## src/rtl/alarm_pkg.sv

```systemverilog
// -----------------------------------------------------------------------------
// alarm_pkg
//   Types and helpers shared by the alarm bank and the time-keeping counters.
//   - bcd8_t          : two-digit packed BCD value
//   - BCD_*_MAX/NOON  : wrap limits for hours/minutes and the noon constant
//   - alarm_state_t   : ring controller states
//   - to_12h()        : 24h BCD hour -> {pm_flag, 12h BCD hour}
// -----------------------------------------------------------------------------
package alarm_pkg;

   typedef logic [7:0] bcd8_t;

   localparam bcd8_t BCD_HOUR_MAX = 8'h23;
   localparam bcd8_t BCD_MIN_MAX  = 8'h59;
   localparam bcd8_t BCD_NOON     = 8'h12;

   typedef enum logic [1:0] {
      IDLE   = 2'd0,
      RING   = 2'd1,
      SNOOZE = 2'd2
   } alarm_state_t;

   // Returns {pm, hour}. Midnight shows as 12 AM, noon as 12 PM, and the
   // afternoon hours are folded down by twelve and re-encoded as BCD.
   function automatic logic [8:0] to_12h(input bcd8_t h);
      logic [6:0] bin;
      logic [6:0] r;
      logic [8:0] res;
      bin = 7'(h[7:4]) * 7'd10 + 7'(h[3:0]);
      r   = 7'd0;
      if (bin == 7'd0) begin
         res = {1'b0, BCD_NOON};
      end else if (bin < 7'd12) begin
         res = {1'b0, h};
      end else if (bin == 7'd12) begin
         res = {1'b1, BCD_NOON};
      end else begin
         r = bin - 7'd12;
         if (r >= 7'd10) res = {1'b1, 4'd1, 4'(r - 7'd10)};
         else            res = {1'b1, 4'd0, r[3:0]};
      end
      return res;
   endfunction

endpackage

```

## src/rtl/bcd_wrap_inc.sv

```systemverilog
// -----------------------------------------------------------------------------
// bcd_wrap_inc
//   Combinational two-digit BCD increment; MAX wraps to 8'h00.
//   Ports:
//     d : bcd8_t input value (assumed valid BCD, <= MAX)
//     q : bcd8_t d + 1, or 8'h00 when d == MAX
// -----------------------------------------------------------------------------
module bcd_wrap_inc
   import alarm_pkg::*;
#(
   parameter bcd8_t MAX = 8'h59
) (
   input  bcd8_t d,
   output bcd8_t q
);

   always_comb begin
      q = 8'h00;
      if (d == MAX) begin
         q = 8'h00;
      end else if (d[3:0] == 4'h9) begin
         q = {d[7:4] + 4'd1, 4'h0};
      end else begin
         q = {d[7:4], d[3:0] + 4'd1};
      end
   end

endmodule

```

## src/rtl/alarm_bank.sv

```systemverilog
// -----------------------------------------------------------------------------
// alarm_bank
//   Multi-alarm store with BCD editing, 24h/12h display of the selected alarm,
//   and a ring controller (IDLE/RING, plus SNOOZE when ALARM_SNOOZE_EN is
//   defined; without the macro the Snooze input is ignored).
//   Ports:
//     Clk, RST            : clock, synchronous active-high reset
//     EN, Sel             : edit enable, alarm index for edit/display
//     Btn_Hour, Btn_Min   : debounced levels, rising edge = +1
//     Arm                 : per-alarm arm mask
//     Mode                : 0 = 24h display, 1 = 12h display
//     CurHour, CurMin     : current time (BCD)
//     MinTick             : one-cycle pulse on each minute change
//     Stop, Snooze        : levels, rising edge acts
//     AlertHour/AlertMin  : selected alarm (BCD), APM = PM flag in 12h mode
//     Ring, RingId        : buzzer enable and the alarm that caused it
//     dbg_state           : current ring controller state
// -----------------------------------------------------------------------------
module alarm_bank
   import alarm_pkg::*;
#(
   parameter int N_ALARMS   = 4,
   parameter int SEL_W      = 2,
   parameter int RING_MIN   = 1,
   parameter int SNOOZE_MIN = 5
) (
   input  logic                Clk,
   input  logic                RST,
   input  logic                EN,
   input  logic [SEL_W-1:0]    Sel,
   input  logic                Btn_Hour,
   input  logic                Btn_Min,
   input  logic [N_ALARMS-1:0] Arm,
   input  logic                Mode,
   input  logic [7:0]          CurHour,
   input  logic [7:0]          CurMin,
   input  logic                MinTick,
   input  logic                Stop,
   input  logic                Snooze,
   output logic [7:0]          AlertHour,
   output logic [7:0]          AlertMin,
   output logic                APM,
   output logic                Ring,
   output logic [SEL_W-1:0]    RingId,
   output alarm_state_t        dbg_state
);

   // ---------------------------------------------------------------- edges
   logic hour_q, min_q, stop_q;
   logic hour_edge, min_edge, stop_edge;

   assign hour_edge = Btn_Hour & ~hour_q;
   assign min_edge  = Btn_Min  & ~min_q;
   assign stop_edge = Stop     & ~stop_q;

`ifdef ALARM_SNOOZE_EN
   logic snooze_q, snooze_edge;
   assign snooze_edge = Snooze & ~snooze_q;
`else
   logic snooze_unused;
   assign snooze_unused = Snooze;
`endif

   always_ff @(posedge Clk) begin
      if (RST) begin
         hour_q <= 1'b0;
         min_q  <= 1'b0;
         stop_q <= 1'b0;
`ifdef ALARM_SNOOZE_EN
         snooze_q <= 1'b0;
`endif
      end else begin
         hour_q <= Btn_Hour;
         min_q  <= Btn_Min;
         stop_q <= Stop;
`ifdef ALARM_SNOOZE_EN
         snooze_q <= Snooze;
`endif
      end
   end

   // ---------------------------------------------------------------- storage
   bcd8_t hour_r [N_ALARMS];
   bcd8_t min_r  [N_ALARMS];
   logic  sel_ok;
   bcd8_t sel_hour, sel_min, hour_inc, min_inc;

   // Out-of-range Sel leaves sel_ok low and reads zeros, which also blocks edits.
   always_comb begin
      sel_ok   = 1'b0;
      sel_hour = 8'h00;
      sel_min  = 8'h00;
      for (int i = 0; i < N_ALARMS; i++) begin
         if (Sel == SEL_W'(i)) begin
            sel_ok   = 1'b1;
            sel_hour = hour_r[i];
            sel_min  = min_r[i];
         end
      end
   end

   bcd_wrap_inc #(.MAX(BCD_HOUR_MAX)) u_hour_inc (.d(sel_hour), .q(hour_inc));
   bcd_wrap_inc #(.MAX(BCD_MIN_MAX))  u_min_inc  (.d(sel_min),  .q(min_inc));

   // Minute wrap never carries into the hour; both buttons may land together.
   always_ff @(posedge Clk) begin
      if (RST) begin
         for (int i = 0; i < N_ALARMS; i++) begin
            hour_r[i] <= 8'h00;
            min_r[i]  <= 8'h00;
         end
      end else if (EN) begin
         for (int i = 0; i < N_ALARMS; i++) begin
            if (Sel == SEL_W'(i)) begin
               if (hour_edge) hour_r[i] <= hour_inc;
               if (min_edge)  min_r[i]  <= min_inc;
            end
         end
      end
   end

   // ---------------------------------------------------------------- display
   logic [8:0] h12;

   always_comb begin
      h12       = to_12h(sel_hour);
      AlertMin  = sel_min;
      AlertHour = 8'h00;
      APM       = 1'b0;
      if (sel_ok) begin
         if (Mode) {APM, AlertHour} = h12;
         else      AlertHour        = sel_hour;
      end
   end

   // ---------------------------------------------------------------- match
   logic             match_hit;
   logic [SEL_W-1:0] match_id;
   logic [SEL_W-1:0] ring_id_r, ring_id_n;
   logic             armed;

   // Scan downward so the lowest matching index is the one left standing.
   always_comb begin
      match_hit = 1'b0;
      match_id  = '0;
      for (int i = N_ALARMS - 1; i >= 0; i--) begin
         if (Arm[i] && (hour_r[i] == CurHour) && (min_r[i] == CurMin)) begin
            match_hit = 1'b1;
            match_id  = SEL_W'(i);
         end
      end
   end

   always_comb begin
      armed = 1'b0;
      for (int i = 0; i < N_ALARMS; i++) begin
         if (ring_id_r == SEL_W'(i)) armed = Arm[i];
      end
   end

   // ---------------------------------------------------------------- ring FSM
   alarm_state_t state_r, state_n;
   logic [3:0]   ring_cnt_r, ring_cnt_n;
   logic         ring_r;
`ifdef ALARM_SNOOZE_EN
   logic [3:0]   snz_cnt_r, snz_cnt_n;
`endif

   always_comb begin
      state_n    = state_r;
      ring_cnt_n = ring_cnt_r;
      ring_id_n  = ring_id_r;
`ifdef ALARM_SNOOZE_EN
      snz_cnt_n  = snz_cnt_r;
`endif
      case (state_r)
         IDLE: begin
            if (MinTick && match_hit) begin
               state_n    = RING;
               ring_cnt_n = 4'(RING_MIN);
               ring_id_n  = match_id;
            end
         end
         RING: begin
            // Dismissal (Stop or disarm) outranks snooze and the minute tick.
            if (stop_edge || !armed) begin
               state_n = IDLE;
`ifdef ALARM_SNOOZE_EN
            end else if (snooze_edge) begin
               state_n   = SNOOZE;
               snz_cnt_n = 4'(SNOOZE_MIN);
`endif
            end else if (MinTick) begin
               ring_cnt_n = ring_cnt_r - 4'd1;
               if (ring_cnt_r <= 4'd1) state_n = IDLE;
            end
         end
`ifdef ALARM_SNOOZE_EN
         SNOOZE: begin
            if (stop_edge || !armed) begin
               state_n = IDLE;
            end else if (MinTick) begin
               snz_cnt_n = snz_cnt_r - 4'd1;
               if (snz_cnt_r <= 4'd1) begin
                  state_n    = RING;
                  ring_cnt_n = 4'(RING_MIN);
               end
            end
         end
`endif
         default: state_n = IDLE;
      endcase
   end

   always_ff @(posedge Clk) begin
      if (RST) begin
         state_r    <= IDLE;
         ring_cnt_r <= 4'd0;
         ring_id_r  <= '0;
         ring_r     <= 1'b0;
`ifdef ALARM_SNOOZE_EN
         snz_cnt_r  <= 4'd0;
`endif
      end else begin
         state_r    <= state_n;
         ring_cnt_r <= ring_cnt_n;
         ring_id_r  <= ring_id_n;
         ring_r     <= (state_n == RING);
`ifdef ALARM_SNOOZE_EN
         snz_cnt_r  <= snz_cnt_n;
`endif
      end
   end

   assign Ring      = ring_r;
   assign RingId    = ring_id_r;
   assign dbg_state = state_r;

endmodule

```

## config.mk

```make
export PLATFORM = sky130hd
export DESIGN_NAME = alarm_bank
export DESIGN_NICKNAME = d
export VERILOG_FILES = /design/src/rtl/alarm_pkg.sv /design/src/rtl/bcd_wrap_inc.sv /design/src/rtl/alarm_bank.sv
export SDC_FILE = /design/constraint.sdc
export NUM_CORES = 1
export LEC_CHECK = 0
export ABC_AREA = 1
export CAP_MARGIN = 15
export CORE_MARGIN = 2
export CORE_UTILIZATION = 40
export DETAILED_ROUTE_END_ITERATION = 12
export SYNTH_ARGS = -nofsm -noshare
export SYNTH_HDL_FRONTEND = slang
export SYNTH_SLANG_ARGS = --single-unit
```

## constraint.sdc

```tcl
create_clock -name Clk -period 4.85 [get_ports Clk]
set_input_delay 0.485 -clock Clk [delete_from_list [all_inputs] [get_ports Clk]]
set_output_delay 0.485 -clock Clk [all_outputs]
set_load 0.02 [all_outputs]
```

* Yosys cells after proc, flatten, opt, wreduce, memory -nomap -nowiden
Memories as Yosys holds them, arrays and structs flattened. Index checks and enable logic that the tools add are counted.
Word-level totals: memories kept 2, RAM bits 64, register bits 12, output and inout port bits 22, input bits 31
Memories:
- hour_r | words 4, bits a word 8, rd ports 4, clocked after memory_dff 0, wr ports 4, line alarm_bank.sv:83 | bcd8_t hour_r [N_ALARMS];
- min_r | words 4, bits a word 8, rd ports 4, clocked after memory_dff 0, wr ports 4, line alarm_bank.sv:84 | bcd8_t min_r [N_ALARMS];
Operators by class: multiply operators 1, bitwise gates (word level) 14, reductions and logical operators 18, add/sub/neg operators 8, order comparisons 3, eq/ne operators 24, mux-type cells 89
Operators with widths (count):
- 8-bit 2-to-1 mux | 22
- 8-bit == test | 8
- 1-bit 2-to-1 mux | 50
- 9-bit 2-to-1 mux | 2
- 4-bit by 1-bit adder with 4-bit output, second input constant | 4
- 2-bit 2-to-1 mux | 8
- 4-bit 2-to-1 mux | 3
- 5-bit 2-to-1 mux | 2
- 1-bit logical AND | 9
- 2-bit by 1-bit == test with 1-bit output, second input constant | 4
- 2-bit == test, second input constant | 4
- 4-bit == test, second input constant | 2
- 8-bit by 6-bit == test with 1-bit output, second input constant | 1
- 8-bit by 7-bit == test with 1-bit output, second input constant | 1
- 1-bit OR | 8
- 4-bit one-hot mux with 2 select lines | 1
- 7-bit by 4-bit adder with 7-bit output | 1
- 7-bit by 4-bit == test with 1-bit output, second input constant | 1
- 7-bit by 4-bit greater-or-equal comparator with 1-bit output, second input constant | 1
- 7-bit logical NOT | 1
- 7-bit by 4-bit < comparator with 1-bit output, second input constant | 1
- 7-bit by 4-bit subtractor with 7-bit output, second input constant | 1
- 2-bit logical NOT | 3
- 4-bit by 3-bit multiplier with 6-bit output, second input constant | 1
- other kinds (12) | 18

* Longest topological paths before layout
depth after elaboration 15, gate-level depth with buffers 24, depth with buffers taken out 23

* Modules after synthesis
Synthesis repeated with hierarchy kept, for this count alone.
Unflattened totals: cells, all modules 704, area, all modules 5391.4 sq um
Modules (own cells, without submodules):
- alarm_bank | instances 1, cells an instance 622, area an instance 4948.5 sq um
- bcd_wrap_inc (u_hour_inc) | instances 1, cells an instance 47, area an instance 225.2 sq um
- bcd_wrap_inc (u_min_inc) | instances 1, cells an instance 35, area an instance 217.7 sq um

* Least setup slack after synthesis
No wires, ideal clock.
path kind input port to output port, start input Sel[1], end output AlertHour[2], arrival 3313 ps, path buffers 1, required time 4365 ps, stages on the path 21, slack 1052 ps, cell sequence buf_6 inv_6 nand2_2 o221ai_1 o21ai_0 ha_1 ha_1 or2_2 nand2_1 inv_1 ha_1 inv_1 nor2_1 inv_1 nand4_1 nor2_1 nand3_2 nand2_1 inv_1 nand2_1 nand3_1
On the way: longest elaborated chain between the ends 15, elaborated cells on any way between the ends 26, those cells by class 3 x add/sub; 1 x mul; 2 x order compare; 4 x eq/ne; 14 x mux; 2 x reduce/logical
Ends and longest elaborated chain:
- start: declaration | line alarm_bank.sv:30 | input logic [SEL_W-1:0] Sel,
- 2-bit logical NOT | line alarm_bank.sv:94 | if (Sel == SEL_W'(i)) begin
- 8-bit 2-to-1 mux (4 in series) | line alarm_bank.sv:94
- 4-bit by 3-bit multiplier with 6-bit output | line alarm_pkg.sv:29 | bin = 7'(h[7:4]) * 7'd10 + 7'(h[3:0]);
- 7-bit by 4-bit adder with 7-bit output | line alarm_pkg.sv:29
- 7-bit by 4-bit subtractor with 7-bit output | line alarm_pkg.sv:38 | r = bin - 7'd12;
- 7-bit by 4-bit greater-or-equal comparator with 1-bit output / 4-bit subtractor (equally long branches) | line alarm_pkg.sv:39 | if (r >= 7'd10) res = {1'b1, 4'd1, 4'(r - 7'd10)};
- 5-bit 2-to-1 mux | line alarm_pkg.sv:39
- 5-bit 2-to-1 mux | line alarm_pkg.sv:35 | end else if (bin == 7'd12) begin
- 9-bit 2-to-1 mux | line alarm_pkg.sv:33 | end else if (bin < 7'd12) begin
- 9-bit 2-to-1 mux | line alarm_pkg.sv:31 | if (bin == 7'd0) begin
- 8-bit 2-to-1 mux | line alarm_bank.sv:131 | if (Mode) {APM, AlertHour} = h12;
- 8-bit 2-to-1 mux * | line alarm_bank.sv:130 | if (sel_ok) begin
- end: declaration | line alarm_bank.sv:40 | output logic [7:0] AlertHour,
Every way passes the cells marked *; elsewhere a longest branch is shown, timed or not.

* Worst setup path in the final report
Ends and elaborated chain as after synthesis.

==> impl_metrics.yaml <==
detailed_routing:
  drcViolationCount: 0
  num_vias: 4910
  viasPerCell: 5.24
  drt-initial-drc-count: 527
  dr.pass1.iters: 5
  wl_per_cell_um: 16.7
  postRouteAntennaNets: 0
  drt-total-wl_um: 15700
yosys:
  synth.most_common_cell: "nand2_1"
  synthTopCellsByCount: "nand2_1, nor2_1, inv_1, edfxtp_1, nand3_1"
  synthCells: 672
  synth.top_cell.area_share_pct: 36.4
  synth_top_area_cell: "edfxtp_1"
  synth.yosys.seq_area_share_pct: 40.9
  yosys_warnings: 0
  syn-cell-area_mm2: 0.00528
  ys.flop_type: "edfxtp_1"
  synth-seq-cells: 76
  synth.avg_cell_area_um2: 7.86
  async_flop_share_pct: 0
  synth_edf_count: 64
  synth.distinct_cells: 48
  mappedNetlistNets: 724
  synth_area_leaders: "edfxtp_1, nand2_1, nor2_1"
floorplan:
  die_w_um: 119
  pin_count: 53
  fp.dieH_um: 119
  rows: 41
  core_area_mm2: 0.0128
  fp.dieArea_mm2: 0.0141
  initial_core_util_pct: 41.3
sta:
  finalSetupViolCount: 0
  final-hold-violation-count: 0
  fin_crit_ns: 4.58
  rsz0062_at_grt: "false"
  period_share_pct: 94.4
  skew_ns: 0.00820
  fin_ws_ns: 0.270
  slew_violations: 0
  max_freq_mhz: 218
  tns_ns: 0
  timing.slew.headroom_pct: 43.3
  worst_pin_slew_ns: 0.841
global_route:
  grt_max_degree: 21
  gr-total-overflow: 0
  grt_antenna_before_repair: 0
  grt_pass1_vias: 4835
  grt_pass1_wl_um: 24900
  grt_use_total_pct: 22.8
clocking:
  cts_buffers: 9
  ctsRootBufferMaster: "clkbuf_16"
  post_cts_buffers: 0
  cts-htree-levels: 3
  cts_tree: "done"
  clk_pin_slew_ns: 0.06
  clockBufferDepth: 2
  cts_num_sinks: 76
  worstSkewPairLatency_ns: 0.35
pwr:
  power.share.combinational_pct: 27.0
  leakage_nw: 2.93
  ir_worst_vdd_mv: 0.174
  clkPwrFrac_pct: 36.1
  p_seq_share_pct: 36.9
  switching_share_pct: 31.0
  powerDensity_mw_per_mm2: 314
  power.internal_mw: 1.42
  p_switching_mw: 0.638
critical_path:
  critPathKind: "in2out"
  worst-path-max-fanout: 10
  cp.arrival_ns: 4.09
  slowest_delay_ns: 0.51
  critPathRequiredTime_ns: 4.37
  endpoint_kind: "output pin"
  startpoint_type: "primary input"
  crit_chain: "clkdlybuf4s50_1, buf_12, inv_6, buf_4, nor2_4, nand2_1, nand3_1, ha_1, ha_1, or2_2, nand2_1, inv_1, ha_1, inv_1, nor2_1, inv_1, nand4_1, nor2_1, nand3_2, nand2_1, inv_1, nand2_1, nand3_1, clkdlybuf4s15_1"
  slowest_stage: "clkdlybuf4s50_1"
run_status:
  status: "finished clean"
finish:
  fill_cells: 1218
  drive_above_1_share_pct: 12.3
  stdcell_area_mm2: 0.00656
  multi_input_area_mm2: 0.00265
  stdcell_count: 937
  antennaDiodeCount: 0
  area_growth_pct: 24.2
  nNetsFinal: 812
  regArea_mm2: 0.00216
placement:
  portBuffers: 51
  place_ws_ns: -0.0735
  place.gp.congestion: 0.942
  dp_hpwl_um: 12400
  placed_area_mm2: 0.00620
  dpl.cell_count: 920
min_path:
  min_path_type: "reg2reg"
job:
  drv_cap: 0
per-stage QoR:
step	power [mW]	hold slack (ns)	utilization (%)
detailed placement	1.33	0.491	48.5
global placement	1.32	0.483	48.5
global route	2.15	0.548	51.4
CTS	2.07	0.501	51.2
floorplan	1.10	0.476	-
finish	2.06	0.499	51.4
cell usage in the layout, fill, tap and decap left out, types with 4 or more instances in the layout:
| master | netlist | routed |
|---|---|---|
| nand2_1 | 140 | 140 |
| nor2_1 | 107 | 107 |
| inv_1 | 92 | 92 |
| edfxtp_1 | 64 | 64 |
| clkdlybuf4s50_1 | 0 | 43 |
| nand3_1 | 41 | 41 |
| o21ai_0 | 38 | 37 |
| buf_4 | 0 | 34 |
| nand4_1 | 24 | 24 |
| xor2_1 | 20 | 20 |
| ha_1 | 19 | 19 |
| nor3_1 | 15 | 15 |
| dfxtp_1 | 12 | 12 |
| clkbuf_16 | 0 | 11 |
| o22ai_1 | 10 | 10 |
| a21oi_1 | 8 | 8 |
| nand2_2 | 7 | 7 |
| xnor2_1 | 7 | 7 |
| dlymetal6s2s_1 | 0 | 7 |
| nand3_2 | 6 | 6 |
| or2_2 | 5 | 5 |
| inv_2 | 4 | 4 |
layer usage:
layer | share of wire (%) | track usage [%] | routed length, um | vias up
met2 | 48 | 37.8 | 7490 | 191
met4 | 2.5 | 9.15 | 391 | 0
met5 | 0 | 0 | 0 | -
li1 | - | - | - | 2403
met3 | 6.9 | 3.93 | 1090 | 30
met1 | 43 | 29.5 | 6710 | 2286
worst max-delay path: cells and delay by family:
kind,cells,cell delay (ns)
buf+inv,9,1.37
simple gates,12,1.36
fa+ha+maj,3,0.86
final cells by class:
class	count	area share (%)
Sequential cell	76	33.0
Inverter	99	5.85
Tap cell	172	3.28
Timing Repair Buffer	87	12.4
Clock buffer	11	4.20
Clock inverter	5	0.934
Multi-Input combinational cell	487	40.4
repair_timing:
| action | in CTS | in global routing |
|---|---|---|
| pin swaps | 0 | 0 |
| gates resized for setup | 2 | 8 |
| hold buffers | 0 | 0 |
| endpoints found under the setup margin | 3 | 8 |
registers in the layout, indices dropped and copies added, names as in the netlist, 2 cells and up:
signal and count:
dbg_state 2, ring_cnt_r 4, RingId 2, hour_r 32, min_r 32
kinds of logic (layout without fill, tap and decap cells):
group | after synthesis | count (layout) | synth area share [%]
simple gates | 359 | 359 | 30.6
buf+inv | 109 | 202 | 8.84
compound gates | 79 | 79 | 9.86
flops | 76 | 76 | 40.9
xor+xnor | 27 | 27 | 4.48
fa+ha+maj | 21 | 21 | 5.26
other cells | 1 | 1 | 0.0710
power groups by stage:
stage                     registers [mW]  logic [mW]  clock network, mW
after floorplan                    0.764       0.334                  0
after global placement             0.772       0.547                  0
after detailed placement           0.773       0.558                  0
after CTS                          0.759       0.559              0.749
after global routing               0.762       0.619              0.772
final                              0.760       0.557              0.744
worst paths after layout:
| check | endpoint | slack [ns] | start | cells past startpoint |
|---|---|---|---|---|
| max | AlertHour[2] | 0.27 | Sel[1] | 24 |
| min | RingId[1] | 0.50 | RingId[1] | 2 |
| max reg2reg | min_r[1][5] | 2.66 | min_r[0][5] | 10 |
| min reg2reg | RingId[1] | 0.50 | RingId[1] | 2 |
Power figures use the tool's default switching activity.
